<file path="config.mk">
export PLATFORM = sky130hd
export DESIGN_NAME = rotate_cmd_feeder
export DESIGN_NICKNAME = d
export VERILOG_FILES = /design/src/rtl/rot_pkg.sv /design/src/rtl/rot_cmd_fifo.sv /design/src/rtl/rotate_cmd_feeder.sv
export SDC_FILE = /design/constraint.sdc
export NUM_CORES = 1
export LEC_CHECK = 0
export BUFFER_PORTS_ARGS = -buffer_cell sky130_fd_sc_hd__buf_2
export CORE_MARGIN = 2
export CORE_UTILIZATION = 25
export DETAILED_ROUTE_END_ITERATION = 12
export PLACE_DENSITY = 0.47
export SLEW_MARGIN = 10
export SYNTH_ARGS = -nofsm -noshare
export SYNTH_HDL_FRONTEND = slang
export SYNTH_SLANG_ARGS = --single-unit
</file>
<file path="constraint.sdc">
create_clock -name clk -period 2.4 [get_ports clk]
set_clock_uncertainty 0.2 [all_clocks]
set_input_delay 0.48 -clock clk [delete_from_list [all_inputs] [get_ports clk]]
set_output_delay 0.48 -clock clk [all_outputs]
set_load 0.1 [all_outputs]
</file>
<file path="src/rtl/rot_pkg.sv">
// Shared constants and command type for the 8-bit rotator path.
// Also used by the shifter's wrapper.
package rot_pkg;

    localparam int ROT_W = 8;
    localparam int AMT_W = 3;

    // One queued rotate command. The field order gives a 12-bit entry laid out as {data, lr, amt}.
    typedef struct packed {
        logic [ROT_W-1:0] data;
        logic             lr;
        logic [AMT_W-1:0] amt;
    } rot_cmd_t;

endpackage

</file>
<file path="src/rtl/rot_cmd_fifo.sv">
// Command FIFO for the rotate feeder.
// DEPTH must be a power of two and at least 2.
// The pointers carry one extra bit beyond the index bits. Only the low bits address storage.
module rot_cmd_fifo
    import rot_pkg::*;
#(
    parameter int  DEPTH = 4,
    localparam int PW    = $clog2(DEPTH),
    localparam int CW    = PW + 1
) (
    input  logic          clk,
    input  logic          rst_n,
    input  logic          i_push,
    input  rot_cmd_t      i_wdata,
    input  logic          i_pop,
    output rot_cmd_t      o_head,
    output logic [CW-1:0] o_count
);

    rot_cmd_t      r_mem [DEPTH];
    logic [CW-1:0] r_wr_ptr;
    logic [CW-1:0] r_rd_ptr;
    logic [CW-1:0] r_count;

    // Storage write. It has no reset because the head is masked by the parent while the FIFO is empty.
    always_ff @(posedge clk) begin
        if (i_push) begin
            r_mem[r_wr_ptr[PW-1:0]] <= i_wdata;
        end
    end

    // Pointer advance and occupancy tracking. A push and a pop in the same cycle leave the count unchanged.
    always_ff @(posedge clk or negedge rst_n) begin
        if (!rst_n) begin
            r_wr_ptr <= '0;
            r_rd_ptr <= '0;
            r_count  <= '0;
        end else begin
            if (i_push) begin
                r_wr_ptr <= r_wr_ptr + CW'(1);
            end
            if (i_pop) begin
                r_rd_ptr <= r_rd_ptr + CW'(1);
            end
            if (i_push && !i_pop) begin
                r_count <= r_count + CW'(1);
            end else if (!i_push && i_pop) begin
                r_count <= r_count - CW'(1);
            end
        end
    end

    assign o_head  = r_mem[r_rd_ptr[PW-1:0]];
    assign o_count = r_count;

endmodule

</file>
<file path="src/rtl/rotate_cmd_feeder.sv">
// Front end for the combinational 8-bit barrel shifter.
// It queues rotate commands and presents the FIFO head to the shifter.
// It captures the shifter result into a backpressured output register.
// Optional feature: define ROT_FEED_CNT_EN to add the 16-bit op_count port,
// which counts completed results.
module rotate_cmd_feeder
    import rot_pkg::*;
#(
    parameter int DEPTH = 4
) (
    input  logic             clk,
    input  logic             rst_n,
    input  logic             in_valid,
    output logic             in_ready,
    input  logic [ROT_W-1:0] in_data,
    input  logic             in_lr,
    input  logic [AMT_W-1:0] in_amt,
    output logic [ROT_W-1:0] sh_data,
    output logic             sh_lr,
    output logic [AMT_W-1:0] sh_ctrl,
    input  logic [ROT_W-1:0] sh_out,
    output logic             res_valid,
    input  logic             res_ready,
    output logic [ROT_W-1:0] res_data
`ifdef ROT_FEED_CNT_EN
    ,
    output logic [15:0]      op_count
`endif
);

    localparam int CW = $clog2(DEPTH) + 1;

    logic [CW-1:0]    w_count;
    rot_cmd_t         w_head;
    rot_cmd_t         w_wdata;
    logic             w_nonempty;
    logic             w_push;
    logic             w_pop;
    logic             r_res_valid;
    logic [ROT_W-1:0] r_res_data;

    assign w_nonempty = (w_count != '0);
    // in_ready depends only on occupancy, so there is no bypass when the FIFO is full.
    assign in_ready   = (w_count != CW'(DEPTH));
    assign w_push     = in_valid && in_ready;
    assign w_pop      = w_nonempty && (!r_res_valid || res_ready);
    assign w_wdata    = '{data: in_data, lr: in_lr, amt: in_amt};

    rot_cmd_fifo #(.DEPTH(DEPTH)) u_fifo (
        .clk     (clk),
        .rst_n   (rst_n),
        .i_push  (w_push),
        .i_wdata (w_wdata),
        .i_pop   (w_pop),
        .o_head  (w_head),
        .o_count (w_count)
    );

    assign sh_data = w_nonempty ? w_head.data : '0;
    assign sh_lr   = w_nonempty ? w_head.lr   : 1'b0;
    assign sh_ctrl = w_nonempty ? w_head.amt  : '0;

    // Output register: capture the shifter result on a pop.
    // Otherwise drop valid once the consumer takes it. Data holds its last value.
    always_ff @(posedge clk or negedge rst_n) begin
        if (!rst_n) begin
            r_res_valid <= 1'b0;
            r_res_data  <= '0;
        end else if (w_pop) begin
            r_res_valid <= 1'b1;
            r_res_data  <= sh_out;
        end else if (res_ready) begin
            r_res_valid <= 1'b0;
        end
    end

    assign res_valid = r_res_valid;
    assign res_data  = r_res_data;

`ifdef ROT_FEED_CNT_EN
    logic [15:0] r_op_count;

    // Count of captured results. It wraps naturally at 16 bits.
    always_ff @(posedge clk or negedge rst_n) begin
        if (!rst_n) begin
            r_op_count <= '0;
        end else if (w_pop) begin
            r_op_count <= r_op_count + 16'd1;
        end
    end

    assign op_count = r_op_count;
`endif

endmodule

</file>
# Word level (Yosys, flattened, before mapping)
# Memories as Yosys holds them, arrays and structs flattened.
# Index checks and enable logic that the tools add are counted.
[totals] reg_bits=18 output_inout_bits=22 ram_bits=48 memories=1
[memory_table] name="u_fifo.r_mem" words=4 word_bits=12 rd=1 rd_clocked_by_memory_dff=0 write_ports=1 line="rot_cmd_fifo.sv:20" source="rot_cmd_t r_mem [DEPTH];"
[op_classes] add_sub_neg=4 n_eq_ne=1 mux=9 reduce_logical=11
[ops] op="3-bit by 1-bit adder with 3-bit output, second input constant" n=3
[ops] op="3-bit two-way mux" n=3
[ops] op="8-bit two-way mux" n=1
[ops] op="1-bit two-way mux" n=5
[ops] op="1-bit logical AND" n=4
[ops] op="2-bit nonzero test" n=2
[ops] op="1-bit zero test" n=3
[ops] op="3-bit != test, second input constant" n=1
[ops] op="3-bit nonzero test" n=1
[ops] op="3-bit by 1-bit subtractor with 3-bit output, second input constant" n=1
[ops] op="1-bit logical OR" n=1

# Depth between registers and ports, before layout
# Gate-level depths: netlist of run 1.
[logic_depth] word_depth=6 mapped_depth=10 mapped_depth_nobuf=9

# Modules after synthesis
# A second synthesis of run 1 with hierarchy kept.
[unflattened] hier_cells=133 hier_area_um2=2598.7
[by_module_without_submodules] module="rot_cmd_fifo" seq_area_each_um2=1616.6 cells_per_inst=95 instances=1 area_each_um2=2140.8
[by_module_without_submodules] module="rotate_cmd_feeder" seq_area_each_um2=225.2 cells_per_inst=38 instances=1 area_each_um2=457.9

# Worst setup path after synthesis of run 1
# Ideal clock, no wire load.
[synth_timing] path_type="flip-flop to output port" from="register u_fifo.r_rd_ptr[0]" to="output sh_ctrl[0]" n_path_buf=2 stages_incl_launch_ff=5 path_slack_ps=-574 t_arrival_ps=2294 path_cell_list="dfrtp_1 -> buf_6 -> buf_12 -> mux4_2 -> nor2b_1"
[synth_via] elab_chain_cells=2
[synth_rtl] item="start: declaration" line="rot_cmd_fifo.sv:22" source="logic [CW-1:0] r_rd_ptr;"
[synth_rtl] item="start signal: assignment" line="rot_cmd_fifo.sv:43" source="r_rd_ptr <= r_rd_ptr + CW'(1);"
[synth_rtl] item="memory read 4 x 12 bit"
[synth_rtl] item="3-bit two-way mux" line="rotate_cmd_feeder.sv:61" source="assign sh_ctrl = w_nonempty ? w_head.amt : '0;"
[synth_rtl] item="end: declaration" line="rotate_cmd_feeder.sv:20" source="output logic [AMT_W-1:0] sh_ctrl,"
# Every way passes these cells.

# Worst setup path after layout of run 1
[layout_timing] from="register u_fifo.r_rd_ptr[0]" to="output sh_data[7]"
[layout_via] elab_chain_cells=2
[layout_rtl] item="memory read 4 x 12 bit"
[layout_rtl] item="8-bit two-way mux" line="rotate_cmd_feeder.sv:59" source="assign sh_data = w_nonempty ? w_head.data : '0;"
[layout_rtl] item="end: declaration" line="rotate_cmd_feeder.sv:18" source="output logic [ROT_W-1:0] sh_data,"
# Every way passes these cells.

==> impl_results.md, run 1 <==
* CTS H-tree lvls at 3
* Multi-input logic area at around 770 um2
* Final Setup Violations at 3
* Syn. warnings at 0
* Drt first pass iters at 4
* DRT iter0 DRCs at 48
* Count of pins over their slew limit at 0
* Synth-to-layout area growth at 35.35%
* Relative slew slack at 66.67%
* Total Nets Final at 226
* Via count at between 1000 and 1500
* Final HPWL DP at ~3400 um
* Reg2Reg Launch Point: res_valid
* Input/output buffers at between 40 and 50
* Sequential share of the synthesized area at between 70% and 80%
* Fill count at 1000
* Largest fanout on the critical path at 7
* Clk_lat worst skew at between 0.3 and 0.4 ns
* Clock Pin Slew Worst Setup and Hold Paths at approximately 0.070 ns
* Netlist cell types at 22
* Worst setup path class: register to primary output
* Residual DRC at 0
* Initial antenna violation count at 1
* Period minus WS final at around 2.4 ns
* Num Clock Sinks at 64
* Worst Setup End Kind: primary output
* Fmax at between 0.4 and 0.5 GHz
* Worst R2R Setup Slack at around 0.3 ns
* CP most frequent cell: buf_12
* Root Driver: clkbuf_8
* Core Box Area at 10180 um2
* Commonest non-fill, non-tap cell in the layout: edfxtp_1
* WP data arrival at about 1.7 ns
* Die footprint at approximately 11000 um2
* Commonest cells after routing, fill and taps aside: 48 x edfxtp_1, 33 x buf_2, 15 x buf_12, 13 x dfrtp_1
* Mapped Area at roughly 2600 um2
* RSZ-0062 raised after global routing: true
* Slowest-stage cell, CP: mux4_2
* Maximum buffer depth of the clock tree at 2
* First-pass GRT wire length at 8162 um
* Routed Antenna Nets at 0
* Initial Util at between 20% and 30%
* Final hold vios at 0
* Total grt overflow at 0
* Vias in the first global route at about 1500
* Row count at 37
* Post-Route WL at about 5000 um
* Largest net degree at the start of global routing at 17
* Worst Hold Path EP: u_fifo.r_mem[3][7]
* Clock buffer count from CTS at 9
* Crit path required time at between 1.5 and 2 ns
* Final setup margin at -0.009797 ns
* Worst-case reg-to-reg path depth at 7
* Wire per inst at 14.90 um
* Vias per inst at ~3.9
* Synth Instances at around 130
* ANT cells at 0
* Synth Net Count at ~160
* Failing checks: setup timing
* Overall Global Routing Usage at 9.885%
* Synth Register Bits at 64
* Worst-Margin Slew at between 0.5 and 0.6 ns
* Critical R2R Capture: u_fifo.o_count[1]
* Setup crit start: u_fifo.r_rd_ptr[0]
* Seq. cell area at ~1800 um2
* Type of element launching the critical path: register
* # IOs at 46
* Mapped Avg Cell Area at between 15 and 20 um2
* Die Ht at around 110 um
* Worst slack at placement at about 0.067 ns
* Final period util at 100.4%
* Min-delay src: in_data[3]
* Hold WC Path Type: primary input to register
* Status: finished with violations
* Layout cells sized above 1 at between 40% and 50%
* Crit-path cells: buf_12 -> mux4_2 -> nor2b_4 -> buf_12
* Die Wd at about 110 um
* Worst hold path stage count at 1
* GP Congestion at between 0.6 and 0.7
* Largest stage delay on the critical path at 0.51 ns
* CTS tree: done
* Total of max-cap violations at 0
logic make-up (layout without fill, tap and decap cells):
family          Yosys count  count (layout)  synth area share (%)
flops                    64              64                 71.08
simple gates             24              24                 6.133
mux                      22              22                 14.78
buf+inv                   9              77                 2.366
fa+ha+maj                 6               6                 3.187
xor+xnor                  6               6                 2.028
compound gates            1               1                0.4345
critical path: cells and delay by family, from the launching register on:
| family | cells | cell delay [ns] |
|---|---|---|
| buffers and inverters | 2 | 0.33 |
| flip-flops | 1 | 0.41 |
| multiplexers | 1 | 0.51 |
| AND/OR/NAND/NOR | 1 | 0.15 |
through the flow:
stage                     instances  setup TNS (ns)  hold slack, ns  instance area [um2]  util, %
after CTS                       337         -0.9419          0.1449                 3535    34.71
final                           336        -0.01584          0.1654                 3507    34.43
after detailed placement        317               0          0.2263                 3107    30.50
after floorplan                 132        -0.04452        -0.01559                 2653        -
after global placement          317               0          0.2303                 3107    30.50
after global routing            336         -0.8060          0.1474                 3507    34.43
flip-flops by register name (all words and copies together) (netlist names):
signal and count:
u_fifo.o_count 3, res_valid 1, u_fifo.r_wr_ptr 2, u_fifo.r_mem 48, u_fifo.r_rd_ptr 2, res_data 8
cells in the mapped netlist, drive strengths merged:
library cell	number	area, um2
ha	5	62.56
xor2	3	26.28
fa	1	20.02
nor2b	13	88.83
buf	5	46.29
nand2b	1	6.260
xnor2	3	26.28
mux4	12	270.3
inv	4	15.01
mux2	10	112.6
a21boi	1	11.26
dfrtp	16	400.4
nand2	2	7.510
nor3	1	16.27
edfxtp	48	1441
and2	4	25.02
nor2	2	7.510
nand3b	1	7.510
per-layer routing:
layer / wire [um] / global-route usage [%] / vias to the layer above / part of all wire, %
met1: 2216 / 11.80 / 647 / 44
met4: 23 / 2.256 / 0 / 0.46
li1: - / - / 618 / -
met2: 2387 / 15.90 / 45 / 48
met5: 0 / 0 / - / 0
met3: 379 / 5.133 / 5 / 7.6
worst max-delay path by stage:
stage,to,slack [ns],cells past startpoint
2_1_floorplan,sh_ctrl[0],-0.04,4
3_3_place_gp,sh_data[7],0.07,3
3_5_place_dp,sh_data[7],0.07,3
4_1_cts,sh_data[3],-0.1,5
5_1_grt,sh_data[7],-0.09,4
6_report,sh_data[7],-0.01,4
what timing repair did:
item | CTS | global route
resized for setup | 58 | 3
endpoints found under the hold margin | 16 | 0
setup endpoints to repair | 12 | 12
cloned | 1 | 0
setup buffers | 3 | 1
hold buffers | 1 | 0
area by class of cell:
cell class                 instances  area share, %
clock buffer                      10          3.639
multi-input combinational         59          21.98
sequential                        64          52.69
timing repair buffer              58          15.70
clock inverter                     5         0.7135
tap                              136          4.852
inverter                           4         0.4281
Power of run 1 is not shown: default switching activity piles up to over one toggle a cycle in this logic, so the estimate is an artifact.
==> run 2, diff against run 1 <==
Settings changed: CORE_ASPECT_RATIO set to 1.5.
==> run 2 against run 1 <==
The flow now finishes without violations. Design area grew 2.9%. Hold slack gained 0.0021 ns. Setup slack gained 0.011 ns. Sequential cell count is the same. Maximum frequency grew 0.44%. Non-clock buffer count grew 2. Wire length shrank 4.6%. First-iteration DRC count grew 85%. Global-route usage shrank 0.55 points.
==> impl_results.md, run 2 (synthesized netlist as in run 1, its figures left out) <==
* Via count at 1352 (was 1315)
* Row count at 45 (was 37)
* Final hold vios at 0 (unchanged)
* Post-Route WL at 4777 um (was 5007 um)
* Relative slew slack at 67.64% (was 66.67%)
* Clock buffer count from CTS at 9 (unchanged)
* Input/output buffers at 45 (unchanged)
* Worst Setup End Kind: primary output (unchanged)
* Synth-to-layout area growth at 39.21% (was 35.35%)
* First-pass GRT wire length at 7486 um (was 8162 um)
* Count of pins over their slew limit at 0 (unchanged)
* Commonest cells after routing, fill and taps aside: 48 x edfxtp_1, 33 x buf_2, 15 x dfrtp_1, 14 x buf_12 (was 48 x edfxtp_1, 33 x buf_2, 15 x buf_12, 13 x dfrtp_1)
* Overall Global Routing Usage at 9.333% (was 9.885%)
* Initial antenna violation count at 0 (was 1)
* Worst R2R Setup Slack at 0.29 ns (was 0.30 ns)
* Wire per inst at 14.93 um (was 14.90 um)
* Die Wd at 87.13 um (was 105.8 um)
* Largest register FFs at 48 (unchanged)
* Largest stage delay on the critical path at 0.52 ns (was 0.51 ns)
* CTS H-tree lvls at 3 (unchanged)
* Crit-path cells: buf_12 -> mux4_2 -> nor2b_4 -> buf_12 (unchanged)
* CTS tree: done (unchanged)
* Final core utilization at 35.59% (was 34.43%)
* WP data arrival at 1.72 ns (was 1.73 ns)
* Largest net degree at the start of global routing at 17 (unchanged)
* Initial Util at 25.57% (was 25.44%)
* Clk_lat worst skew at 0.33 ns (about the same)
* Vias in the first global route at 1420 (was 1520)
* Type of element launching the critical path: register (unchanged)
* # IOs at 46 (unchanged)
* Total of max-cap violations at 0 (unchanged)
* Clock Pin Slew Worst Setup and Hold Paths at 0.05 ns (was 0.07 ns)
* Hold WC Path Type: primary input to register (unchanged)
* DRT iter0 DRCs at 89 (was 48)
* Worst hold path stage count at 1 (unchanged)
* Residual DRC at 0 (unchanged)
* Final Setup Violations at 0 (was 3)
* CP bufs+invs at 2 (unchanged)
* Routed Antenna Nets at 0 (unchanged)
* Layout cells sized above 1 at 48.77% (was 49.50%)
* Worst setup path class: register to primary output (unchanged)
* Fmax at 0.4168 GHz (was 0.4150 GHz)
* Slowest-stage cell, CP: mux4_2 (unchanged)
* Min-delay src: in_lr (was in_data[3])
* Num Clock Sinks at 64 (unchanged)
* Worst-case reg-to-reg path depth at 9 (was 7)
* CP most frequent cell: buf_12 (unchanged)
* Critical R2R Capture: u_fifo.o_count[2] (was u_fifo.o_count[1])
* Status: completed (was finished with violations)
* Total grt overflow at 0 (unchanged)
* Worst path top cell family by delay: multiplexers (unchanged)
* Vias per inst at 4.225 (was 3.914)
* Worst-Margin Slew at 0.4888 ns (was 0.5034 ns)
* Total Nets Final at 228 (was 226)
* ANT cells at 0 (unchanged)
* Drt first pass iters at 4 (unchanged)
* Root Driver: clkbuf_16 (was clkbuf_8)
* GP Congestion at 0.7092 (was 0.6466)
* Final period util at 99.96% (was 100.4%)
* RSZ-0062 raised after global routing: true (unchanged)
* Commonest non-fill, non-tap cell in the layout: edfxtp_1 (unchanged)
* Period minus WS final at 2.399 ns (was 2.410 ns)
* Core Box Area at 10130 um2 (was 10180 um2)
* Die Ht at 128.7 um (was 105.8 um)
* Largest fanout on the critical path at 8 (was 7)
* Die footprint at 11210 um2 (was 11200 um2)
* Final HPWL DP at 3392 um (was 3383 um)
* Reg2Reg Launch Point: u_fifo.o_count[0] (was res_valid)
* Maximum buffer depth of the clock tree at 2 (unchanged)
* Worst Hold Path EP: u_fifo.r_mem[2][3] (was u_fifo.r_mem[3][7])
* Crit path required time at 1.72 ns (about the same)
## run 2: cell types whose count changed in the layout (fill, tap and decap cells not counted)
| cell | change |
|---|---|
| clkbuf_16 | +9 |
| clkbuf_8 | -9 |
| buf_4 | +3 |
| dfrtp_1 | +2 |
| dfrtp_2 | -2 |
| buf_12 | -1 |
| buf_6 | +1 |
| buf_8 | -1 |
| bufinv_16 | +1 |
| clkbuf_1 | +1 |
| clkinvlp_4 | -1 |
## run 2: timing repair
item                       CTS  global route
hold endpoints to repair    16             0
pin swaps                    0             0
buffers inserted             1             0
gates resized for setup     53             1
hold buffers                 1             0
setup endpoints to repair   12            12
## run 2: per-stage QoR
step           cells  hold WS (ns)  instance area, um2  TNS (ns)  setup WS (ns)
2_1_floorplan    132      -0.01559                2653  -0.04452       -0.04452
3_3_place_gp     302        0.2253                3100         0         0.1756
3_5_place_dp     302        0.2244                3100         0         0.1735
4_1_cts          320        0.1571                3602  -0.07448       -0.02159
5_1_grt          320        0.1714                3607   -0.4314       -0.05312
6_report         320        0.1675                3607         0      0.0008700
## run 2: worst max path at each step
stage,startpoint,to,slack (ns),cells past startpoint
after global placement,res_ready,u_fifo.o_count[2],0.18,10
after global routing,u_fifo.r_rd_ptr[0],sh_ctrl[1],-0.05,4
final,u_fifo.r_rd_ptr[0],sh_lr,0.0009,4
after CTS,u_fifo.r_rd_ptr[0],sh_data[4],-0.02,4
after floorplan,u_fifo.r_rd_ptr[0],sh_ctrl[0],-0.04,4
after detailed placement,res_ready,u_fifo.o_count[2],0.17,10
## run 2: cell type report
| cell class | instances | area (um2) |
|---|---|---|
| clock buffer | 11 | 232.7 |
| tap | 117 | 146.4 |
| clock inverter | 5 | 47.55 |
| multi-input combinational | 59 | 770.7 |
| inverter | 4 | 15.01 |
| sequential | 64 | 1846 |
| timing repair buffer | 60 | 549.3 |
| fill | 989 | 6528 |
## run 2: routing by layer
metal  vias up  routed length [um]  track usage (%)
li1        627                   -                -
met1       683                1856            10.08
met2        31                2577            15.72
met3        11                 185            2.373
met4         0                 157            6.516
met5         -                   0                0
Power of run 2 is left out for the same reason.
